<file path="config.mk">
export PLATFORM = sky130hd
export DESIGN_NAME = cmd_queue
export DESIGN_NICKNAME = d
export VERILOG_FILES = /design/src/rtl/cmd_queue.sv
export SDC_FILE = /design/constraint.sdc
export NUM_CORES = 2
export LEC_CHECK = 0
export BUFFER_PORTS_ARGS = -buffer_cell sky130_fd_sc_hd__clkbuf_2
export CORE_UTILIZATION = 62
export DETAILED_ROUTE_END_ITERATION = 8
export PLACE_DENSITY_LB_ADDON = 0.15
export SYNTH_ARGS = -nofsm -noshare
export SYNTH_HDL_FRONTEND = slang
export SYNTH_SLANG_ARGS = --single-unit
</file>
<file path="constraint.sdc">
create_clock -name i_clk -period 15.2 [get_ports i_clk]
set_clock_uncertainty 0.15 [all_clocks]
set_input_delay 1.52 -clock i_clk [delete_from_list [all_inputs] [get_ports i_clk]]
set_output_delay 1.52 -clock i_clk [all_outputs]
set_load 0.02 [all_outputs]
</file>
<file path="src/rtl/cmd_queue.sv">
// Responder-side command queue: host loads fill the tail, the issuer reads from the head
// and may write a stalled command back in front of the head; every issuer transaction gets a one-cycle ack.
module cmd_queue #(
  parameter int DEPTH = 16,
  parameter int CMD_W = 64
) (
  input  logic                         i_clk,
  input  logic                         i_rst,
  input  logic                         i_rd,
  input  logic                         i_wr,
  input  logic [CMD_W-1:0]             i_cmd,
  output logic [CMD_W-1:0]             o_cmd,
  output logic                         o_ack,
  input  logic                         i_load_valid,
  input  logic [CMD_W-1:0]             i_load_cmd,
  output logic                         o_load_ready,
  output logic [$clog2(DEPTH+1)-1:0]   o_count,
  output logic                         o_empty,
  output logic                         o_full
);

  localparam int AW = $clog2(DEPTH);
  localparam int CW = $clog2(DEPTH+1);
  localparam logic [CW-1:0] DEPTH_C = CW'(DEPTH);
  localparam logic [CW-1:0] COUNT_ZERO = {CW{1'b0}};
  localparam logic [AW-1:0] PTR_ONE = AW'(1);

  typedef enum logic {
    IDLE = 1'b0,
    ACK  = 1'b1
  } state_t;

  state_t             state_q, state_d;
  logic [AW-1:0]      rd_ptr_q, rd_ptr_d;
  logic [AW-1:0]      wr_ptr_q, wr_ptr_d;
  logic [CW-1:0]      count_q, count_d;
  logic [CMD_W-1:0]   cmd_q, cmd_d;
  logic [CMD_W-1:0]   mem [DEPTH];

  logic               wb_acc;
  logic               rd_acc;
  logic               load_acc;
  logic               load_room;
  logic [AW-1:0]      wb_addr;

  assign wb_addr = rd_ptr_q - PTR_ONE;

  // Issuer FSM decision, load acceptance and next-state computation.
  always_comb begin
    state_d   = state_q;
    cmd_d     = cmd_q;
    wb_acc    = 1'b0;
    rd_acc    = 1'b0;
    case (state_q)
      IDLE: begin
        // A blocked write-back never falls through to a read.
        if (i_wr) begin
          if (count_q != DEPTH_C) begin
            wb_acc  = 1'b1;
            state_d = ACK;
          end else begin
            state_d = IDLE;
          end
        end else if (i_rd) begin
          if (count_q != COUNT_ZERO) begin
            rd_acc  = 1'b1;
            cmd_d   = mem[rd_ptr_q];
            state_d = ACK;
          end else begin
            state_d = IDLE;
          end
        end else begin
          state_d = IDLE;
        end
      end
      ACK:     state_d = IDLE;
      default: state_d = IDLE;
    endcase

    load_room    = (count_q + CW'(wb_acc)) < DEPTH_C;
    o_load_ready = ~i_rst & load_room;
    load_acc     = i_load_valid & o_load_ready;

    if (wb_acc) begin
      rd_ptr_d = wb_addr;
    end else if (rd_acc) begin
      rd_ptr_d = rd_ptr_q + PTR_ONE;
    end else begin
      rd_ptr_d = rd_ptr_q;
    end
    wr_ptr_d = wr_ptr_q + AW'(load_acc);
    count_d  = count_q + CW'(load_acc) + CW'(wb_acc) - CW'(rd_acc);
  end

  // State, pointer, occupancy and output-command registers.
  always_ff @(posedge i_clk) begin
    if (i_rst) begin
      state_q  <= IDLE;
      rd_ptr_q <= {AW{1'b0}};
      wr_ptr_q <= {AW{1'b0}};
      count_q  <= COUNT_ZERO;
      cmd_q    <= {CMD_W{1'b0}};
    end else begin
      state_q  <= state_d;
      rd_ptr_q <= rd_ptr_d;
      wr_ptr_q <= wr_ptr_d;
      count_q  <= count_d;
      cmd_q    <= cmd_d;
    end
  end

  // Command storage; slots never coincide because a load is refused whenever wb would fill the last slot.
  always_ff @(posedge i_clk) begin
    if (wb_acc) begin
      mem[wb_addr] <= i_cmd;
    end
    if (load_acc) begin
      mem[wr_ptr_q] <= i_load_cmd;
    end
  end

  assign o_cmd   = cmd_q;
  assign o_ack   = (state_q == ACK);
  assign o_count = count_q;
  assign o_empty = (count_q == COUNT_ZERO);
  assign o_full  = (count_q == DEPTH_C);

endmodule
</file>
* Word-level counts from Yosys, hierarchy flattened *
Memory sizes are Yosys's and may differ from the RTL's. A register that Yosys moved wholly into a read port is not among the register bits.
Index checks and enable logic that the tools add are counted.
Widths: inputs -> output; s select.

word-level totals
  flip-flop bits (word level) = 14
  RAM bits = 1024
  memories kept = 1

memories
  name  depth  bits a word  rd ports  clocked after memory_dff  write ports  line  text
  mem   16     64           1         1                         2            38    logic [CMD_W-1:0] mem [DEPTH];

operators by class
  add/subtract/negate cells = 7
  order comparisons = 1
  equality and inequality tests = 2
  multiplexer cells = 15
  bitwise logic cells = 5
  reduce and logical (&&, ||, !) cells = 4

operator list
  kind                 number
  $add 5x1->5          3
  $mux 1               12
  $mux 4               2
  $eq 5x5->1 const B   1
  $logic_not 5->1      1
  $lt 5x5->1 const B   1
  $ne 5x5->1 const B   1
  $reduce_bool 5->1    1
  $sub 5x1->5          1
  $add 4x1->4          1
  $add 4x1->4 const B  1
  $reduce_and 4->1     1
  $sub 4x1->4 const B  1
  $not 1->1            3
  $and 1x1->1          2
  $pmux 1 s2           1
  $reduce_bool 2->1    1

* Longest topological paths before layout *
  word-level depth = 11
  gate-level depth with buffers = 15
  gate-level depth less buffers = 13

* Least setup slack after synthesis *
OpenSTA, ideal clock, no wires.

  path type = input -> register
  start = input i_wr
  end = memory mem[14][0] (enable)
  library setup time = 0.574 ns
  arrival = 6.571 ns
  data required time = 14.476 ns
  path slack = 7.904 ns
  stages = 4
  path buffers = 0
  cell sequence = nand2b_4 nor2_1 nand2_1 o21ai_0

RTL lines
  element      line  text
  from (decl)  10    input logic i_wr,
  to (decl)    38

==> results.yml <==
logic_synthesis:
  synth_ff_type: "edfxtp_1"
  yosysWarnings: 0
  synth-edff-count: 1024
  synthCells: 3120
  synthArstFlopShare_pct: 0
  synth_area_leader_cell: "edfxtp_1"
  synth_most_common_cell: "edfxtp_1"
  yosys_register_bits: 1102
  yosys-top-cells-count: "1024 x edfxtp_1, 815 x mux2_2, 256 x mux4_2, 184 x clkbuf_1, 147 x mux2_4"
  synth.distinct_cells: 51
  avgSynthCellArea_um2: 17.7
  synthTopCellsByArea: "edfxtp_1 56%, mux2_2 17%, mux4_2 10%"
  ys_seq_area_share_pct: 58.6
  netlist.area_leader.share_pct: 55.8
  syn_nets: 3269
  synth_area_um2: 55100
clock_tree:
  numCtsBuffers: 117
  cts_setup_buffers: 0
  hold_buffers: 0
  cts_tree: "built"
  path_clk_slew_ns: 0.06
  clockBufferDepth: 3
  cts-root-buf: "clkbuf_16"
  clock_sinks: 1102
  ctsResizeCount: 0
  htree_levels: 3
  clk_latency_ns: 0.67
route:
  totalWireLength_um: 142000
  vias: 30200
  remaining_drc_errors: 0
  first_iter_violations: 3222
  ant_nets: 0
  dr.pass1.iters: 5
  vias_per_cell: 6.83
  post_drt_wl_per_cell_um: 32.2
die:
  initial_utilization_pct: 63.0
  core_um2: 87400
  dieArea_um2: 90100
  die_w_um: 300
  ioPinCount: 206
  rows: 108
  dieHeight_um: 300
global_routing:
  grt_max_degree: 94
  grt_pass1_wl_um: 209000
  antenna_found_initial: 10
  overflow: 0
  grt_pass1_vias: 31300
  grt_use_total_pct: 31.8
setup_path:
  crit_required_ns: 15.56
  critPathKind: "register to register"
  worstSetupStartpointType: "register"
  cp_max_fo: 46
  arrival_ns: 5.43
  cp-end-kind: "register"
  rrSetupSlack_ns: 10.13
pwr:
  swShare_pct: 29.1
  clockPowerShare_pct: 31.5
  peakVddDrop_uv: 119
  pwr-share-comb_pct: 24.9
  internal-power_mw: 6.33
  seqPwrFrac_pct: 43.6
  p_leak_nw: 20.1
  power_switching_mw: 2.60
  powerDensity_nw_per_um2: 148
finish:
  post-route-util_pct: 69.2
  syn_to_final_growth_pct: 9.72
  fin_nets: 3312
  ff_latch_area_um2: 32300
  nFillCells: 5561
  multi_input_area_um2: 21400
  drive_above_1_share_pct: 51.9
hold_path:
  hold_class: "register to register"
run:
  maxCapViolCount: 0
place:
  dp_hpwl_um: 74700
  gp_congestion: 0.804
  io_buffers: 205
sta:
  hold_viol: 0
  fin_tns_setup_ns: 0
  finalCritPeriodShare_pct: 33.3
  max_slew.worst_pin.slew_ns: 1.41
  period_needed_ns: 5.07
  slew-limit-headroom_pct: 5.55
  setup_violations: 0
  max_freq_mhz: 197
  drv_slew: 0
  worst_hold_slack_ns: 0.328
  rsz0062_at_grt: "false"
outcome:
  outcome: "complete, no violations"
## metal layers
metal	track usage [%]	wire length, um	vias to the layer above
li1	-	-	12600
met1	42.6	55600	15900
met2	53.9	71700	1333
met3	4.66	10200	270
met4	10.3	4570	16
met5	0	100	-
## sequential cells by signal, summed over array words and instances, names as in the netlist
name,cells
o_ack,1
wr_ptr_q,4
rd_ptr_q,4
o_count,5
o_cmd,64
mem,1024
## power by group through the flow
stage               combinational (mW)  clock, mW  sequential, mW
detailed placement                2.22          0            3.96
CTS                               2.23       2.84            3.90
global route                      2.35       2.95            3.92
global placement                  2.19          0            3.94
finish                            2.22       2.81            3.89
floorplan                         1.54          0            3.95
## worst max-delay path, cell delays in order, from the launching register on
cell       delay, ns
dfxtp_4         0.87
buf_4           0.82
buf_4           0.90
buf_4           0.90
mux4_2          0.62
mux2i_1         0.19
a2bb2oi_1       0.16
o21ai_0         0.11
## final timing paths
kind                                                from                     end  cells after the start
worst min register to register    o_cmd[58]$_SDFFE_PP0P_  o_cmd[58]$_SDFFE_PP0P_                      2
worst max-delay path            rd_ptr_q[0]$_SDFFE_PP0P_   o_cmd[9]$_SDFFE_PP0P_                      7
worst min-delay path              o_cmd[58]$_SDFFE_PP0P_  o_cmd[58]$_SDFFE_PP0P_                      2
worst max register to register  rd_ptr_q[0]$_SDFFE_PP0P_   o_cmd[9]$_SDFFE_PP0P_                      7
## logic make-up after synthesis
logic type / share of synthesized area (%)
mux: 34.7
flops: 58.6
buf+inv: 3.12
compound gates: 1.96
simple gates: 1.03
fa+ha+maj: 0.390
xor+xnor: 0.143
## through the flow
| stage | setup WS [ns] | instance area, um2 | total power [mW] | std cells |
|---|---|---|---|---|
| finish | 10.13 | 60500 | 8.93 | 4418 |
| global route | 9.63 | 60500 | 9.22 | 4417 |
| CTS | 9.98 | 60400 | 8.96 | 4415 |
| detailed placement | 9.86 | 56700 | 6.18 | 4198 |
| global placement | 9.92 | 56700 | 6.12 | 4198 |
| floorplan | 7.90 | 55100 | 5.49 | 3120 |
## cell type report
| class | instances | area share, % |
|---|---|---|
| antenna | 2 | 0.00828 |
| multi-input combinational | 1668 | 35.4 |
| tap | 1155 | 2.39 |
| clock inverter | 50 | 0.788 |
| inverter | 13 | 0.0807 |
| clock buffer | 167 | 5.43 |
| sequential | 1102 | 53.5 |
| timing repair buffer | 261 | 2.45 |
## cells in the final DEF (no fill, tap or decap), types with 7 or more instances in the layout
master,Yosys,final
mux2_4,147,147
inv_1,13,13
clkbuf_16,0,117
clkinv_1,0,11
o2bb2a_1,34,34
nor2_1,14,14
buf_4,44,54
edfxtp_1,1024,1024
bufinv_16,0,9
mux2i_1,128,128
o221ai_1,7,7
clkbuf_1,184,33
clkinv_2,0,25
nand2_1,20,20
ha_1,14,14
mux4_2,256,256
dfxtp_1,78,75
clkbuf_2,0,205
clkbuf_8,0,17
mux2_2,815,815
o21bai_4,0,8
o21ai_0,60,55
a2bb2oi_1,23,23
mux2_1,63,63
Note: power is estimated with default switching activity, not from simulation.
